**config.mk**
```make
export PLATFORM = sky130hd
export DESIGN_NAME = reaction_timer_flat
export DESIGN_NICKNAME = d
export VERILOG_FILES = /design/src/rtl/reaction_timer_pkg.sv /design/src/rtl/reaction_timer_if.sv /design/src/rtl/reaction_timer_ms_prescaler.sv /design/src/rtl/reaction_timer.sv /design/src/flat_wrapper.sv
export SDC_FILE = /design/constraint.sdc
export NUM_CORES = 1
export LEC_CHECK = 0
export BUFFER_PORTS_ARGS = -buffer_cell sky130_fd_sc_hd__buf_2
export CAP_MARGIN = 40
export CORE_AREA = 3 3 73 92
export CTS_CLUSTER_DIAMETER = 60
export DETAILED_ROUTE_END_ITERATION = 6
export DIE_AREA = 0 0 76 95
export MAX_ROUTING_LAYER = met4
export PLACE_DENSITY = 0.83
export SLEW_MARGIN = 0
export SYNTH_ARGS = -nofsm -noshare
export SYNTH_HDL_FRONTEND = slang
export SYNTH_SLANG_ARGS = --single-unit
```
**constraint.sdc**
```tcl
create_clock -name clk -period 5.7 [get_ports clk]
set_clock_uncertainty 0.1 [all_clocks]
set_input_delay 1.71 -clock clk [delete_from_list [all_inputs] [get_ports clk]]
set_output_delay 1.71 -clock clk [all_outputs]
set_load 0.03 [all_outputs]
```
**src/rtl/reaction_timer_pkg.sv**
```systemverilog
// Shared types for the reaction-time game controller: FSM state encoding
// and the 16-bit LFSR step used to randomise the pre-delay.
package reaction_timer_pkg;

  typedef enum logic [1:0] {
    ST_IDLE = 2'd0,
    ST_WAIT = 2'd1,
    ST_GO   = 2'd2,
    ST_DONE = 2'd3
  } state_e;

  // Fibonacci taps 16,14,13,11 expressed as bit positions 15,13,12,10
  localparam logic [15:0] LFSR_TAPS = 16'hB400;

  function automatic logic [15:0] lfsr_next(input logic [15:0] v);
    return {v[14:0], ^(v & LFSR_TAPS)};
  endfunction

endpackage

```
**src/rtl/reaction_timer_if.sv**
```systemverilog
// Link between the reaction timer and the external 16-bit equality comparator.
// The timer is master (drives both operands), the comparator is slave.
interface reaction_timer_if;
  logic [15:0] count_o;
  logic [15:0] target_o;
  logic        match_i;

  modport master (output count_o, output target_o, input match_i);
  modport slave  (input count_o, input target_o, output match_i);
endinterface

```
**src/rtl/reaction_timer_ms_prescaler.sv**
```systemverilog
// Millisecond tick generator: free-running 0..TICK_DIV-1 counter whose
// synchronous clear realigns the tick phase to the moment a phase begins.
module ms_prescaler #(
  parameter int TICK_DIV = 50000
) (
  input  logic clk,
  input  logic rst,
  input  logic clr,
  output logic tick
);

  localparam int W = (TICK_DIV > 1) ? $clog2(TICK_DIV) : 1;

  logic [W-1:0] cnt_q, cnt_d;

  always_comb begin
    tick  = (cnt_q == W'(TICK_DIV - 1));
    cnt_d = (clr || tick) ? '0 : cnt_q + W'(1);
  end

  always_ff @(posedge clk) begin
    if (rst) cnt_q <= '0;
    else     cnt_q <= cnt_d;
  end

endmodule

```
**src/rtl/reaction_timer.sv**
```systemverilog
// Reaction-time game controller: random pre-delay, GO light, then measures
// press latency in ms; the external comparator signals the end of each phase.
module reaction_timer
  import reaction_timer_pkg::*;
#(
  parameter int          TICK_DIV     = 50000,
  parameter logic [15:0] MIN_DELAY_MS = 16'd1000,
  parameter logic [15:0] DELAY_MASK   = 16'h0FFF,
  parameter logic [15:0] MAX_MS       = 16'd9999,
  parameter logic [15:0] LFSR_SEED    = 16'hACE1
) (
  input  logic             clk,
  input  logic             rst,
  input  logic             start,
  input  logic             press,
  reaction_timer_if.master cmp,
  output logic             led_go,
  output logic [15:0]      result_ms,
  output logic             result_valid,
  output logic             false_start,
  output logic             timeout
);

  state_e      state_q, state_d;
  logic [15:0] lfsr_q, lfsr_d;
  logic [15:0] count_q, count_d;
  logic [15:0] target_q, target_d;
  logic [15:0] result_q, result_d;
  logic        valid_q, valid_d, fs_q, fs_d, to_q, to_d, led_q, led_d;
  logic        tick, entry;

  ms_prescaler #(.TICK_DIV(TICK_DIV)) u_presc (
    .clk  (clk),
    .rst  (rst),
    .clr  (entry),
    .tick (tick)
  );

  always_comb begin
    state_d  = state_q;
    target_d = target_q;
    result_d = result_q;
    valid_d  = valid_q;
    fs_d     = fs_q;
    to_d     = to_q;
    lfsr_d   = lfsr_next(lfsr_q);

    // press is checked before match_i so a same-cycle press always wins
    case (state_q)
      ST_IDLE, ST_DONE: begin
        if (start) begin
          state_d  = ST_WAIT;
          target_d = MIN_DELAY_MS + (lfsr_q & DELAY_MASK);
          valid_d  = 1'b0;
          fs_d     = 1'b0;
          to_d     = 1'b0;
        end
      end
      ST_WAIT: begin
        if (press) begin
          state_d = ST_DONE;
          fs_d    = 1'b1;
        end else if (cmp.match_i) begin
          state_d  = ST_GO;
          target_d = MAX_MS;
        end
      end
      ST_GO: begin
        if (press) begin
          state_d  = ST_DONE;
          result_d = count_q;
          valid_d  = 1'b1;
        end else if (cmp.match_i) begin
          state_d  = ST_DONE;
          result_d = MAX_MS;
          to_d     = 1'b1;
        end
      end
      default: ;
    endcase

    entry = (state_d != state_q);
    led_d = (state_d == ST_GO);

    count_d = count_q;
    if (entry)
      count_d = '0;
    else if (tick && (state_q == ST_WAIT || state_q == ST_GO) && count_q != 16'hFFFF)
      count_d = count_q + 16'd1;
  end

  always_ff @(posedge clk) begin
    if (rst) begin
      state_q  <= ST_IDLE;
      lfsr_q   <= LFSR_SEED;
      count_q  <= '0;
      target_q <= '0;
      result_q <= '0;
      valid_q  <= 1'b0;
      fs_q     <= 1'b0;
      to_q     <= 1'b0;
      led_q    <= 1'b0;
    end else begin
      state_q  <= state_d;
      lfsr_q   <= lfsr_d;
      count_q  <= count_d;
      target_q <= target_d;
      result_q <= result_d;
      valid_q  <= valid_d;
      fs_q     <= fs_d;
      to_q     <= to_d;
      led_q    <= led_d;
    end
  end

  assign cmp.count_o  = count_q;
  assign cmp.target_o = target_q;
  assign led_go       = led_q;
  assign result_ms    = result_q;
  assign result_valid = valid_q;
  assign false_start  = fs_q;
  assign timeout      = to_q;

endmodule
```
**src/flat_wrapper.sv**
```systemverilog
// flat-port wrapper written by rule: the top's interface ports become plain ports
module reaction_timer_flat import reaction_timer_pkg::*;
#(
  parameter int          TICK_DIV     = 50000,
  parameter logic [15:0] MIN_DELAY_MS = 16'd1000,
  parameter logic [15:0] DELAY_MASK   = 16'h0FFF,
  parameter logic [15:0] MAX_MS       = 16'd9999,
  parameter logic [15:0] LFSR_SEED    = 16'hACE1
)
  (clk, rst, start, press, led_go, result_ms, result_valid, false_start, timeout, cmp_count_o, cmp_target_o, cmp_match_i);
  reaction_timer_if cmp_i ();
  input  logic clk;
  input  logic rst;
  input  logic start;
  input  logic press;
  output logic led_go;
  output logic [15:0] result_ms;
  output logic result_valid;
  output logic false_start;
  output logic timeout;
  output wire logic [$bits(cmp_i.count_o)-1:0] cmp_count_o;
  output wire logic [$bits(cmp_i.target_o)-1:0] cmp_target_o;
  input wire logic [$bits(cmp_i.match_i)-1:0] cmp_match_i;
  assign cmp_count_o = cmp_i.count_o;
  assign cmp_target_o = cmp_i.target_o;
  assign cmp_i.match_i = cmp_match_i;
  reaction_timer #(.TICK_DIV(TICK_DIV), .MIN_DELAY_MS(MIN_DELAY_MS), .DELAY_MASK(DELAY_MASK), .MAX_MS(MAX_MS), .LFSR_SEED(LFSR_SEED)) u_core (.clk(clk), .rst(rst), .start(start), .press(press), .cmp(cmp_i), .led_go(led_go), .result_ms(result_ms), .result_valid(result_valid), .false_start(false_start), .timeout(timeout));
endmodule
```
* Word-level counts from Yosys, hierarchy flattened
Index checks and enable logic that the tools add are counted.
** Storage, ports and cells
- Bits in registers :: 86
- Latch bits :: 0
- RAM bits :: 0
- ROM bits :: 0
- Bits of input ports :: 5
- Output and inout bits :: 52
- Word-level logic and storage cells :: 62
- Memories :: 0
** Operators by class
- Add/sub/neg operators :: 3
- Multiply operators :: 0
- Divide/modulo/power cells :: 0
- Magnitude comparators :: 0
- Eq/ne operators :: 14
- Shifts and indexed selects :: 0
- Multiplexer cells :: 18
- Bitwise gates (word level) :: 0
- Reductions and logical operators :: 17
** Operators by type and width (count)
- two-way mux 16 bit :: 4
- adder 16 x 1 -> 16 bit (second input constant) :: 2
- one-hot mux 16 bit (2 select lines) :: 1
- == test 16 bit (second input constant) :: 1
- inequality test 16 bit (second input constant) :: 1
- XOR reduction 16 bit :: 1
- inequality test 2 bit (second input constant) :: 7
- adder 10 x 12 -> 13 bit (first input constant) :: 1
- two-way mux 2 bit :: 5
- AND reduction 4 bit :: 2
- == test 2 bit (second input constant) :: 3
- one-hot mux 1 bit (2 select lines) :: 3
- one-hot mux 2 bit (3 select lines) :: 1
- AND reduction 3 bit :: 2
- nonzero test 2 bit :: 3
- OR reduction 2 bit :: 3
- two-way mux 1 bit :: 4
- == test 2 x 1 -> 1 bit (second input constant) :: 1
- logical AND 1 bit :: 2
- logical NOT 2 bit :: 1
- logical OR 1 bit :: 2
- inequality test 2 bit :: 1
- AND reduction 2 bit :: 1

* Longest topological paths before layout
- Word-level depth :: 6
- Gate-level depth with buffers :: 9
- Mapped depth without buffers :: 7

* By module
Synthesis repeated with hierarchy kept, for this count alone.
** Second synthesis, totals
- Cell total of the unflattened synthesis :: 402
- Area, all modules :: 3611.0 µm²
** Modules (own cells, without submodules)
- reaction_timer :: instances 1, cells each 322, area an instance 2890.3 µm², sequential area each 1361.3 µm²
- ms_prescaler :: instances 1, cells each 80, area an instance 720.7 µm², sequential area each 320.3 µm²

* Worst setup path after synthesis
No wires, ideal clock.
- Kind :: input -> register
- Start :: in press
- End :: reg u_core.count_q[0], in the netlist u_core.cmp.count_o[0]
- Setup time :: 0.128 ns
- Data arrival time :: 3.008 ns
- Required time :: 5.472 ns
- Setup slack :: 2.464 ns
- Cell stages on the path :: 7
- Path buffers :: 2
- Cell sequence :: clkbuf_1 > nand2b_1 > a211oi_1 > a22oi_1 > nand2_1 > buf_1 > nor2_1
** On the way
- Longest elaborated chain between the ends :: 4
- Elaborated cells between the ends (all ways) :: 5
- Classes of those cells :: 1 x eq/ne; 3 x mux; 1 x reduce/logical
** Ends and longest elaborated chain
- start: declaration :: line flat_wrapper.sv:15 : input logic press;
- two-way mux 2 bit, on equally long branches :: line reaction_timer.sv:69, reaction_timer.sv:60
- one-hot mux 2 bit (3 select lines) (*) :: line reaction_timer.sv:49 : case (state_q)
- inequality test 2 bit (*) :: line reaction_timer.sv:82 : entry = (state_d != state_q);
- OR reduction 2 bit (no line) (*)
- end signal: assignment :: line reaction_timer.sv:106 : count_q <= count_d;
- end: declaration :: line reaction_timer.sv:26 : logic [15:0] count_q, count_d;
Every way passes the cells marked *; elsewhere a longest branch is shown, timed or not.
A chain may end at the register's enable or synchronous reset.

* Worst setup path in the final report
- Start :: in press
- End :: reg u_core.count_q[14], in the netlist u_core.cmp.count_o[14]
The elaborated chain is that of the path after synthesis.

==> results.json <==
{
  "setup_viol": 0,
  "drv_cap": 0,
  "syn_inst": 396,
  "holdBufCountCts": 0,
  "power_mw": 1.72,
  "outcome": "completed",
  "critical-path-top-delay-family": "simple AND/OR/NAND/NOR gates",
  "fmax_mhz": 307,
  "root_buffer": "clkbuf_8",
  "diodes": 0,
  "finalSetupTns_ps": 0,
  "via_count": 2948,
  "grt_setup_unrepaired": "no",
  "ir_worst_vdd_mv": 0.238,
  "endpoint_kind": "register",
  "critPathRequiredTime_ps": 5810,
  "drt-vias-per-instance": 5.57,
  "cts_buffers": 9,
  "finalHoldViolations": 0,
  "timing.final.crit_share": 0.571,
  "layout-drive-gt1-share": 0.177,
  "dp_slack_ps": 2040,
  "drcViolationCount": 0,
  "p_per_area_nw_per_um2": 430,
  "postPlaceCellArea_um2": 3770,
  "setup_ws_ps": 2450,
  "synth_seq_cells": 84,
  "cp.arrival_ps": 3360,
  "ys_seq_area_frac": 0.483,
  "nFillCells": 487,
  "cp_slowest_cell": "nand2_1",
  "synthFlopType": "dfxtp_1",
  "antenna_found_initial": 0,
  "crit_path_start_kind": "primary input",
  "cts.sink_count": 84,
  "period_needed_ps": 3250,
  "dieArea_um2": 7220,
  "area_growth_syn_to_layout_pct": 14.9,
  "yosysWarnings": 0,
  "final_util": 0.683,
  "max_stage_delay_ps": 580,
  "grt_usage": 0.216,
  "io-pin-count": 57,
  "synth-edff-count": 0,
  "gr-total-overflow": 0,
  "die_h_um": 95,
  "grt_pass1_vias": 2759,
  "async_flop_share": 0,
  "ant_nets": 0,
  "clk_latency_ps": 350,
  "clock_path_buffers": 2,
  "syn-cell-area_um2": 3480,
  "synth_area_per_cell_um2": 8.79,
  "row_count": 31,
  "initial_core_util": 0.595,
  "htreeDepth": 3,
  "hold_path_class": "reg -> reg",
  "p_leak_nw": 1.59,
  "grt_pass1_wl_mm": 12.3,
  "wl_per_cell_um": 14.1,
  "routed_wl_mm": 7.44,
  "crit_buf_inv": 1,
  "gp_congestion": 0.886,
  "synth_cell_types": 49,
  "slew_headroom": 0.447,
  "cp_cell_sequence": "buf_2 -> nand2b_1 -> a211oi_1 -> a22oi_1 -> nand2_1 -> nor3_1",
  "first_pass_iters": 4,
  "post_cts_buffers": 0,
  "die_x_um": 76,
  "crit_type": "in -> reg",
  "tightest_slew_ps": 830,
  "nets": 453,
  "clk_transition_reported_paths_ps": 80,
  "io_buffer_count": 54,
  "core_um2": 5860,
  "final-max-slew-violation-count": 0,
  "cts_tree": "done",
  "cts_resized": 0,
  "grt_max_degree": 53,
  "drt_iter0_drc": 148,
  "dp_hpwl_mm": 5.31,
  "finalInstanceArea_um2": 4000,
  "crit_fanout": 23
}
[registers in the layout, indices dropped and copies added, names as in the netlist]
signal                flops
u_core.cmp.count_o       16
u_core.lfsr_q            16
u_core.result_ms         16
u_core.u_presc.cnt_q     16
u_core.cmp.target_o      14
u_core.state_q            2
u_core.false_start        1
u_core.led_go             1
u_core.result_valid       1
u_core.timeout            1
[Yosys cell counts, types with 2 or more instances]
cell type   n  area share
mux2i_1     2      0.0057
buf_1       3      0.0032
nand2b_1    4      0.0072
a22oi_1    14       0.030
nor3_1     26       0.037
and4_1      2      0.0050
inv_1       7      0.0075
dfxtp_1    84        0.48
nor4_1      9       0.016
a21oi_1    17       0.024
xnor2_1    19       0.048
nand2_1    16       0.017
nor2_1     73       0.079
nand3_1    12       0.017
a211oi_1    6       0.013
o31ai_1     5       0.011
or4_1       6       0.013
buf_4       2      0.0043
nor2b_1    10       0.018
and3_1      3      0.0054
xor2_1     10       0.025
or3_1       5      0.0090
ha_1        6       0.022
or2_2       8       0.014
and2_1      2      0.0036
nand4_1    10       0.018
clkbuf_1   13       0.014
[metrics by stage]
stage                     instances  hold slack [ps]
after floorplan                 397              289
after global placement          513              294
after detailed placement        513              302
after CTS                       529              327
after global routing            529              336
final                           529              333
[area by class of cell]
class	instances	area (um2)	share of cell area
clock inverter	6	95.1	0.0238
clock buffer	10	138	0.0344
tap	82	103	0.0256
timing repair buffer	54	270	0.0676
multi-input combinational	286	1690	0.422
inverter	7	26.3	0.00657
sequential	84	1680	0.420
[layer usage]
metal  GRT usage  up-vias  routed length [um]  share of wire
met5           -        -                   0              0
met4      0.0967        0                 134          0.018
met3      0.0439       12                 324          0.044
met2       0.384       85                3810           0.51
met1       0.236     1371                3170           0.43
li1            -     1480                   -              -
[kinds of logic (layout without fill, tap and decap cells)]
group | count (synthesis) | in the layout | share of synthesized area
DFF | 84 | 84 | 0.483
AOI/OAI and AO/OA | 53 | 53 | 0.102
xor gates and xnor gates | 29 | 29 | 0.0729
and+or+nand+nor | 194 | 194 | 0.280
muxes | 2 | 2 | 0.00575
adders and majority gates | 6 | 6 | 0.0216
other | 1 | 2 | 0.00108
buffers and inverters | 27 | 77 | 0.0338
[path summary, 6_finish.rpt]
kind                startpoint  slack (ps)  cells past startpoint                     end
max                      press        2450                      6  u_core.cmp.count_o[14]
max reg2reg  u_core.state_q[0]        2530                      7   u_core.cmp.count_o[9]
min          u_core.lfsr_q[14]         330                      1       u_core.lfsr_q[15]
min reg2reg  u_core.lfsr_q[14]         330                      1       u_core.lfsr_q[15]
[cell usage in the layout, fill, tap and decap left out, types with 3 or more instances in the layout]
cell / n
o31ai_1: 5
buf_2: 54
nand2_1: 16
nor3_1: 26
nand4_1: 10
a21oi_1: 17
a211oi_1: 6
a22oi_1: 14
nand2b_1: 4
nor4_1: 9
xnor2_1: 19
clkbuf_8: 10
or2_2: 8
inv_1: 7
ha_1: 6
and3_1: 3
nand3_1: 12
xor2_1: 10
or4_1: 6
nor2_1: 73
nor2b_1: 10
dfxtp_1: 84
or3_1: 5
[power breakdown]
part	internal [mW]	switching [mW]
registers	0.662	0.0482
clock network	0.263	0.217
logic	0.156	0.373
total	1.08	0.637
Note: power is estimated with default switching activity, not from simulation.
